File: src/rtl/sram_burst_ctrl.sv
// ---------------------------------------------------------------------------
// sram_burst_ctrl
//
// Turns burst commands (start address + length) into single-beat accesses on
// a synchronous SRAM with one cycle of read latency.
//
//   Command port : i_cmd_valid / o_cmd_ready, i_cmd_wr, i_cmd_addr, i_cmd_len
//                  (length is beats minus one).
//   Write beats  : i_wdata_valid / o_wdata_ready, i_wdata.
//   Read beats   : o_rdata_valid / i_rdata_ready, o_rdata (2-entry buffer).
//   SRAM side    : o_sram_addr, o_sram_data, o_sram_wen, o_sram_oen (all
//                  registered), i_sram_data (valid one cycle after oen).
//   Status       : o_busy (not idle), o_done (one pulse per finished burst).
//   i_clk rising-edge clock, i_rst asynchronous active-high reset.
//
// Also contains sram_burst_ctrl_chk, a property checker bound in by the top.
// ---------------------------------------------------------------------------

// Property checker: SRAM enables are exclusive and the read buffer never
// holds more beats than it has room for.
module sram_burst_ctrl_chk (
  input logic       clk,
  input logic       rst,
  input logic       sram_wen,
  input logic       sram_oen,
  input logic [2:0] read_in_use
);

  a_wen_oen_exclusive : assert property (@(posedge clk) disable iff (rst)
    !(sram_wen && sram_oen));

  a_read_room : assert property (@(posedge clk) disable iff (rst)
    read_in_use <= 3'd2);

endmodule

module sram_burst_ctrl #(
  parameter int BW_DATA = 256,
  parameter int BW_ADDR = 10
) (
  input  logic               i_clk,
  input  logic               i_rst,
  input  logic               i_cmd_valid,
  output logic               o_cmd_ready,
  input  logic               i_cmd_wr,
  input  logic [BW_ADDR-1:0] i_cmd_addr,
  input  logic [BW_ADDR-1:0] i_cmd_len,
  input  logic               i_wdata_valid,
  output logic               o_wdata_ready,
  input  logic [BW_DATA-1:0] i_wdata,
  output logic               o_rdata_valid,
  input  logic               i_rdata_ready,
  output logic [BW_DATA-1:0] o_rdata,
  output logic [BW_ADDR-1:0] o_sram_addr,
  output logic [BW_DATA-1:0] o_sram_data,
  output logic               o_sram_wen,
  output logic               o_sram_oen,
  input  logic [BW_DATA-1:0] i_sram_data,
  output logic               o_busy,
  output logic               o_done
);

  typedef enum logic [1:0] {
    ST_IDLE  = 2'd0,
    ST_WRITE = 2'd1,
    ST_READ  = 2'd2,
    ST_DRAIN = 2'd3
  } state_t;

  localparam logic [BW_ADDR-1:0] ADDR_ONE = BW_ADDR'(1);

  state_t             state_r;
  state_t             state_nxt_s;

  logic [BW_ADDR-1:0] cur_addr_r;
  logic [BW_ADDR-1:0] beat_cnt_r;

  logic [BW_ADDR-1:0] sram_addr_r;
  logic [BW_DATA-1:0] sram_data_r;
  logic               sram_wen_r;
  logic               sram_oen_r;
  logic               cap_pend_r;   // SRAM data for last cycle's oen is on i_sram_data now
  logic               done_r;

  logic [BW_DATA-1:0] fifo_mem_r [2];
  logic               fifo_wr_ptr_r;
  logic               fifo_rd_ptr_r;
  logic [1:0]         fifo_cnt_r;

  logic               cmd_ready_s;
  logic               cmd_hs_s;
  logic               wdata_ready_s;
  logic               wr_hs_s;
  logic               last_beat_s;
  logic [2:0]         read_in_use_s;
  logic               rd_issue_s;
  logic               beat_issue_s;
  logic               rdata_valid_s;
  logic               fifo_push_s;
  logic               fifo_pop_s;
  logic               drain_last_s;

  // Handshake and issue decisions derived from the current state.
  always_comb begin
    cmd_ready_s   = 1'b0;
    cmd_hs_s      = 1'b0;
    wdata_ready_s = 1'b0;
    wr_hs_s       = 1'b0;
    rd_issue_s    = 1'b0;
    drain_last_s  = 1'b0;

    // Ready is gated by reset so nothing is accepted while reset is held.
    if (state_r == ST_IDLE) begin
      cmd_ready_s = ~i_rst;
    end else begin
      cmd_ready_s = 1'b0;
    end
    cmd_hs_s = i_cmd_valid & cmd_ready_s;

    if (state_r == ST_WRITE) begin
      wdata_ready_s = 1'b1;
    end else begin
      wdata_ready_s = 1'b0;
    end
    wr_hs_s = i_wdata_valid & wdata_ready_s;

    last_beat_s   = (beat_cnt_r == '0);

    // Beats already buffered plus reads whose data has not yet been captured.
    read_in_use_s = {1'b0, fifo_cnt_r} + {2'b00, sram_oen_r} + {2'b00, cap_pend_r};

    if ((state_r == ST_READ) && (read_in_use_s < 3'd2)) begin
      rd_issue_s = 1'b1;
    end else begin
      rd_issue_s = 1'b0;
    end

    beat_issue_s  = wr_hs_s | rd_issue_s;

    rdata_valid_s = (fifo_cnt_r != 2'd0);
    fifo_push_s   = cap_pend_r;
    fifo_pop_s    = rdata_valid_s & i_rdata_ready;

    // The final read beat leaves when only one beat remains anywhere.
    if ((state_r == ST_DRAIN) && fifo_pop_s && (fifo_cnt_r == 2'd1) &&
        !sram_oen_r && !cap_pend_r) begin
      drain_last_s = 1'b1;
    end else begin
      drain_last_s = 1'b0;
    end
  end

  // Next-state logic.
  always_comb begin
    state_nxt_s = state_r;
    case (state_r)
      ST_IDLE: begin
        if (cmd_hs_s) begin
          if (i_cmd_wr) begin
            state_nxt_s = ST_WRITE;
          end else begin
            state_nxt_s = ST_READ;
          end
        end else begin
          state_nxt_s = ST_IDLE;
        end
      end
      ST_WRITE: begin
        if (wr_hs_s && last_beat_s) begin
          state_nxt_s = ST_IDLE;
        end else begin
          state_nxt_s = ST_WRITE;
        end
      end
      ST_READ: begin
        if (rd_issue_s && last_beat_s) begin
          state_nxt_s = ST_DRAIN;
        end else begin
          state_nxt_s = ST_READ;
        end
      end
      ST_DRAIN: begin
        if (drain_last_s) begin
          state_nxt_s = ST_IDLE;
        end else begin
          state_nxt_s = ST_DRAIN;
        end
      end
      default: begin
        state_nxt_s = ST_IDLE;
      end
    endcase
  end

  // State register.
  always_ff @(posedge i_clk or posedge i_rst) begin
    if (i_rst) begin
      state_r <= ST_IDLE;
    end else begin
      state_r <= state_nxt_s;
    end
  end

  // Burst address and remaining-beat counter; the address wraps naturally.
  always_ff @(posedge i_clk or posedge i_rst) begin
    if (i_rst) begin
      cur_addr_r <= '0;
      beat_cnt_r <= '0;
    end else if (cmd_hs_s) begin
      cur_addr_r <= i_cmd_addr;
      beat_cnt_r <= i_cmd_len;
    end else if (beat_issue_s) begin
      cur_addr_r <= cur_addr_r + ADDR_ONE;
      beat_cnt_r <= beat_cnt_r - ADDR_ONE;
    end else begin
      cur_addr_r <= cur_addr_r;
      beat_cnt_r <= beat_cnt_r;
    end
  end

  // SRAM port registers; address and data hold when no access is issued.
  always_ff @(posedge i_clk or posedge i_rst) begin
    if (i_rst) begin
      sram_wen_r  <= 1'b0;
      sram_oen_r  <= 1'b0;
      sram_addr_r <= '0;
      sram_data_r <= '0;
    end else begin
      sram_wen_r <= wr_hs_s;
      sram_oen_r <= rd_issue_s;
      if (beat_issue_s) begin
        sram_addr_r <= cur_addr_r;
      end else begin
        sram_addr_r <= sram_addr_r;
      end
      if (wr_hs_s) begin
        sram_data_r <= i_wdata;
      end else begin
        sram_data_r <= sram_data_r;
      end
    end
  end

  // Read-data capture marker, one cycle behind oen; reset drops in-flight data.
  always_ff @(posedge i_clk or posedge i_rst) begin
    if (i_rst) begin
      cap_pend_r <= 1'b0;
    end else begin
      cap_pend_r <= sram_oen_r;
    end
  end

  // Two-entry read buffer; a capture and a pop in one cycle both take effect.
  always_ff @(posedge i_clk or posedge i_rst) begin
    if (i_rst) begin
      fifo_mem_r[0] <= '0;
      fifo_mem_r[1] <= '0;
      fifo_wr_ptr_r <= 1'b0;
      fifo_rd_ptr_r <= 1'b0;
      fifo_cnt_r    <= 2'd0;
    end else begin
      if (fifo_push_s) begin
        fifo_mem_r[fifo_wr_ptr_r] <= i_sram_data;
        fifo_wr_ptr_r             <= ~fifo_wr_ptr_r;
      end else begin
        fifo_wr_ptr_r <= fifo_wr_ptr_r;
      end
      if (fifo_pop_s) begin
        fifo_rd_ptr_r <= ~fifo_rd_ptr_r;
      end else begin
        fifo_rd_ptr_r <= fifo_rd_ptr_r;
      end
      case ({fifo_push_s, fifo_pop_s})
        2'b10:   fifo_cnt_r <= fifo_cnt_r + 2'd1;
        2'b01:   fifo_cnt_r <= fifo_cnt_r - 2'd1;
        default: fifo_cnt_r <= fifo_cnt_r;
      endcase
    end
  end

  // Write completion pulse lines up with the final beat's wen.
  always_ff @(posedge i_clk or posedge i_rst) begin
    if (i_rst) begin
      done_r <= 1'b0;
    end else begin
      done_r <= wr_hs_s & last_beat_s;
    end
  end

  assign o_cmd_ready   = cmd_ready_s;
  assign o_wdata_ready = wdata_ready_s;
  assign o_rdata_valid = rdata_valid_s;
  assign o_rdata       = fifo_mem_r[fifo_rd_ptr_r];
  assign o_sram_addr   = sram_addr_r;
  assign o_sram_data   = sram_data_r;
  assign o_sram_wen    = sram_wen_r;
  assign o_sram_oen    = sram_oen_r;
  assign o_busy        = (state_r != ST_IDLE);
  // Read completion must coincide with acceptance of the last beat.
  assign o_done        = done_r | drain_last_s;

  sram_burst_ctrl_chk u_chk (
    .clk         (i_clk),
    .rst         (i_rst),
    .sram_wen    (sram_wen_r),
    .sram_oen    (sram_oen_r),
    .read_in_use (read_in_use_s)
  );

endmodule

File: config.mk
export PLATFORM = sky130hd
export DESIGN_NAME = sram_burst_ctrl
export DESIGN_NICKNAME = d
export VERILOG_FILES = /design/src/rtl/sram_burst_ctrl.sv
export SDC_FILE = /design/constraint.sdc
export NUM_CORES = 2
export LEC_CHECK = 0
export BUFFER_PORTS_ARGS = -buffer_cell sky130_fd_sc_hd__buf_4
export CAP_MARGIN = 30
export CORE_AREA = 2 2 411 413
export DETAILED_ROUTE_END_ITERATION = 8
export DIE_AREA = 0 0 413 415
export SETUP_SLACK_MARGIN = 0.5
export SYNTH_ARGS = -nofsm -noshare
export SYNTH_HDL_FRONTEND = slang
export SYNTH_HIERARCHICAL = 1
export SYNTH_SLANG_ARGS = --single-unit
File: constraint.sdc
create_clock -name i_clk -period 26.7 [get_ports i_clk]
set_input_delay 2.67 -clock i_clk [delete_from_list [all_inputs] [get_ports i_clk]]
set_output_delay 2.67 -clock i_clk [all_outputs]
set_load 0.03 [all_outputs]
==> results.py <==
metrics = {
    "layout": {
        "finalNetCount": 4249,
        "drive_gt1_frac": 0.536,
        "final_core_util": 0.282,
        "regArea_um2": 20200,
        "nFillCells": 17372,
        "stdcell_count": 5984,
        "syn_to_final_growth_pct": 40.8,
        "multi_input_area_um2": 12500,
    },
    "timing": {
        "period_needed_ns": 7.15,
        "slew_viol_final": 0,
        "rsz0062_at_grt": "false",
        "setup_viol": 0,
        "slew_headroom": 0.307,
        "fmax_ghz": 0.140,
        "worst_pin_slew_ns": 1.04,
        "fin_worst_skew_ns": 0.0250,
        "fin_crit_sh": 0.268,
        "tns_ns": 0,
        "hold_viol": 0,
    },
    "critical_path": {
        "path_cells": "buf_4 > buf_4 > buf_4 > mux2_2 > buf_4",
        "slowest_delay_ns": 0.81,
        "cpMostUsedCell": "buf_4",
        "arrival_ns": 4.48,
        "crit_buf_inv": 4,
        "worstSetupPathType": "reg2out",
        "r2r_end": "fifo_mem_r[189]",
        "slowest_stage": "buf_4",
        "crit_required_ns": 24.03,
        "timing.rr.start": "cap_pend_r",
        "crit_family": "buffers and inverters",
        "r2r_slack_ns": 22.61,
        "startpoint_type": "flop",
        "cp-end-kind": "primary output",
        "cp_max_fo": 62,
        "reg2reg_depth": 5,
    },
    "clock_tree": {
        "worstSkewPairLatency_ns": 0.70,
        "cts.reportedPaths.clkPinSlew_ns": 0.06,
        "htree_num_levels": 3,
        "ctsHoldBuffers": 0,
        "cts_resized": 0,
        "cts_setup_buffers": 0,
        "cts_buffers": 93,
        "cts_tree": "built",
        "cts-root-buf": "clkbuf_16",
        "cts_buffer_depth": 3,
        "clock-sinks": 808,
    },
    "drt": {
        "drc_errors": 0,
        "dr.pass1.iters": 5,
        "postRouteAntennaNets": 0,
        "via_per_inst": 4.08,
        "drtIter0Drc": 1361,
        "drt-total-wl_mm": 131,
        "vias": 24436,
        "wl_per_cell_um": 21.9,
    },
    "logic_synthesis": {
        "yosys.area.top_type": "dfrtp_1",
        "synth_async_sr_flop_share": 1.00,
        "synth_cells": 2667,
        "synth_cell_types": 38,
        "synthDominantCellAreaShare": 0.607,
        "synth_flop_cell": "dfrtp_1",
        "yosys_warnings": 6,
        "syn_nets": 3212,
        "synthesis.area_um2": 33300,
        "synth_area_per_cell_um2": 12.5,
        "synth_edf_count": 0,
        "ys_ff_latch": 808,
        "synth_seq_area_share": 0.607,
        "ys_top_cells_by_area": "dfrtp_1 (61%), mux2_2 (26%), nand2_1 (9.1%)",
    },
    "hold_path": {
        "hold_start": "o_sram_oen",
        "worst_hold_path_type": "reg2reg",
        "whs_path_depth": 0,
        "hold_end": "cap_pend_r",
    },
    "placed_design": {
        "portBuffers": 1066,
        "place_congestion": 0.917,
        "post-dp-hpwl_mm": 101,
        "placedCellCount": 5813,
    },
    "die": {
        "ios": 1067,
        "initial_core_util": 0.200,
        "rows": 150,
        "core_um2": 167000,
        "die-area_um2": 171000,
        "fp.dieW_um": 413,
        "die_y_um": 415,
    },
    "global_route": {
        "grt_use_total": 0.148,
        "grt_pass1_vias": 25303,
        "grt_antenna_before_repair": 48,
        "overflow": 0,
        "grt_first_pass_wirelength_mm": 184,
        "grt_max_degree": 167,
    },
    "job": {
        "maxCapViolCount": 0,
    },
    "power_and_ir_drop": {
        "p_leak_nw": 22.4,
        "p_per_area_nw_per_um2": 150,
        "vdd_drop_max_v": 0.0000852,
    },
    "status": {
        "outcome": "finished clean",
    },
}
-- worst max-delay path by stage --
stage	from	slack [ns]	cells past startpoint	end
2_1_floorplan	i_rst	1.34	1	beat_cnt_r[0]
3_3_place_gp	i_rst	19.15	7	fifo_mem_r[187]
3_5_place_dp	i_rst	19.01	7	fifo_mem_r[443]
4_1_cts	fifo_rd_ptr_r	19.43	5	o_rdata[186]
5_1_grt	i_rst	19.22	7	fifo_mem_r[446]
6_report	fifo_rd_ptr_r	19.55	5	o_rdata[186]
-- state kept, by name, summed over array words and instances, names as in the netlist, 2 cells and up --
signal	flops
beat_cnt_r	10
cur_addr_r	10
fifo_cnt_r	2
fifo_mem_r	512
o_sram_addr	10
o_sram_data	256
state_r	2
-- worst register-to-register path: cells and delay by family (launching register included) --
kind,cells,cell delay (ns)
AND/OR/NAND/NOR,1,0.61
multiplexers,1,0.50
buffers and inverters,3,2.41
flip-flops,1,0.45
-- cells by family after synthesis --
family | after synthesis | share of synthesized area
simple gates | 873 | 0.102
flops | 808 | 0.607
mux | 769 | 0.260
buf+inv | 161 | 0.0192
compound gates | 43 | 0.00815
fa+ha+maj | 7 | 0.00263
xor+xnor | 6 | 0.00158
-- report_power, final --
part | total [mW] | internal [mW] | switching (mW) | leakage (nW)
registers | 2.19 | 1.84 | 0.357 | 9.74
clock network | 1.32 | 0.788 | 0.533 | 1.56
logic | 3.51 | 1.42 | 2.09 | 11.1
-- metrics by stage --
stage	power [mW]	area, um^2	setup slack, ns	hold slack [ns]
2_1_floorplan	4.33	33300	1.34	0.460
3_3_place_gp	5.73	43800	19.15	0.427
3_5_place_dp	5.78	43800	19.01	0.435
4_1_cts	7.14	46900	19.43	0.451
5_1_grt	7.39	46900	19.22	0.460
6_report	7.03	46900	19.55	0.437
-- final cells by class --
type	instances	area share
Multi-Input combinational cell	1698	0.266
Clock inverter	34	0.00957
Sequential cell	808	0.431
Tap cell	2204	0.0587
Clock buffer	126	0.0571
Timing Repair Buffer	1093	0.176
Antenna cell	11	0.000586
Inverter	10	0.00112
-- cell usage after synthesis, types with 4 or more instances --
library cell	instances
nor3_1	4
nand2b_1	4
o21ai_0	12
xnor2_1	4
a31oi_1	15
or3_1	9
nor2_1	20
ha_1	7
nand2_1	811
inv_1	9
o31ai_1	7
mux2_2	768
clkbuf_1	121
or4_1	8
buf_2	28
dfrtp_1	808
-- routing by layer --
metal	share of wire	routed length (um)	track usage
met1	0.37	48000	0.157
met2	0.49	64800	0.253
met3	0.090	11800	0.0588
met4	0.046	6010	0.0708
met5	0.0032	422	0
-- cells in the final DEF, fill, tap and decap left out, types with 2 or more instances in the layout --
master / count
a21oi_1: 3
a31oi_1: 15
and2_1: 2
buf_12: 2
buf_4: 1090
bufinv_16: 9
clkbuf_1: 10
clkbuf_16: 93
clkbuf_8: 23
clkinv_2: 17
dfrtp_1: 807
diode_2: 11
ha_1: 7
inv_1: 8
inv_16: 2
inv_6: 3
inv_8: 3
mux2_2: 768
nand2_1: 810
nand2b_1: 4
nand3_1: 3
nand4_1: 3
nor2_1: 19
nor3_1: 4
o21ai_0: 12
o31ai_1: 7
or2_2: 2
or3_1: 9
or4_1: 8
xnor2_1: 4
xor2_1: 2
Note: power is estimated with default switching activity, not from simulation.
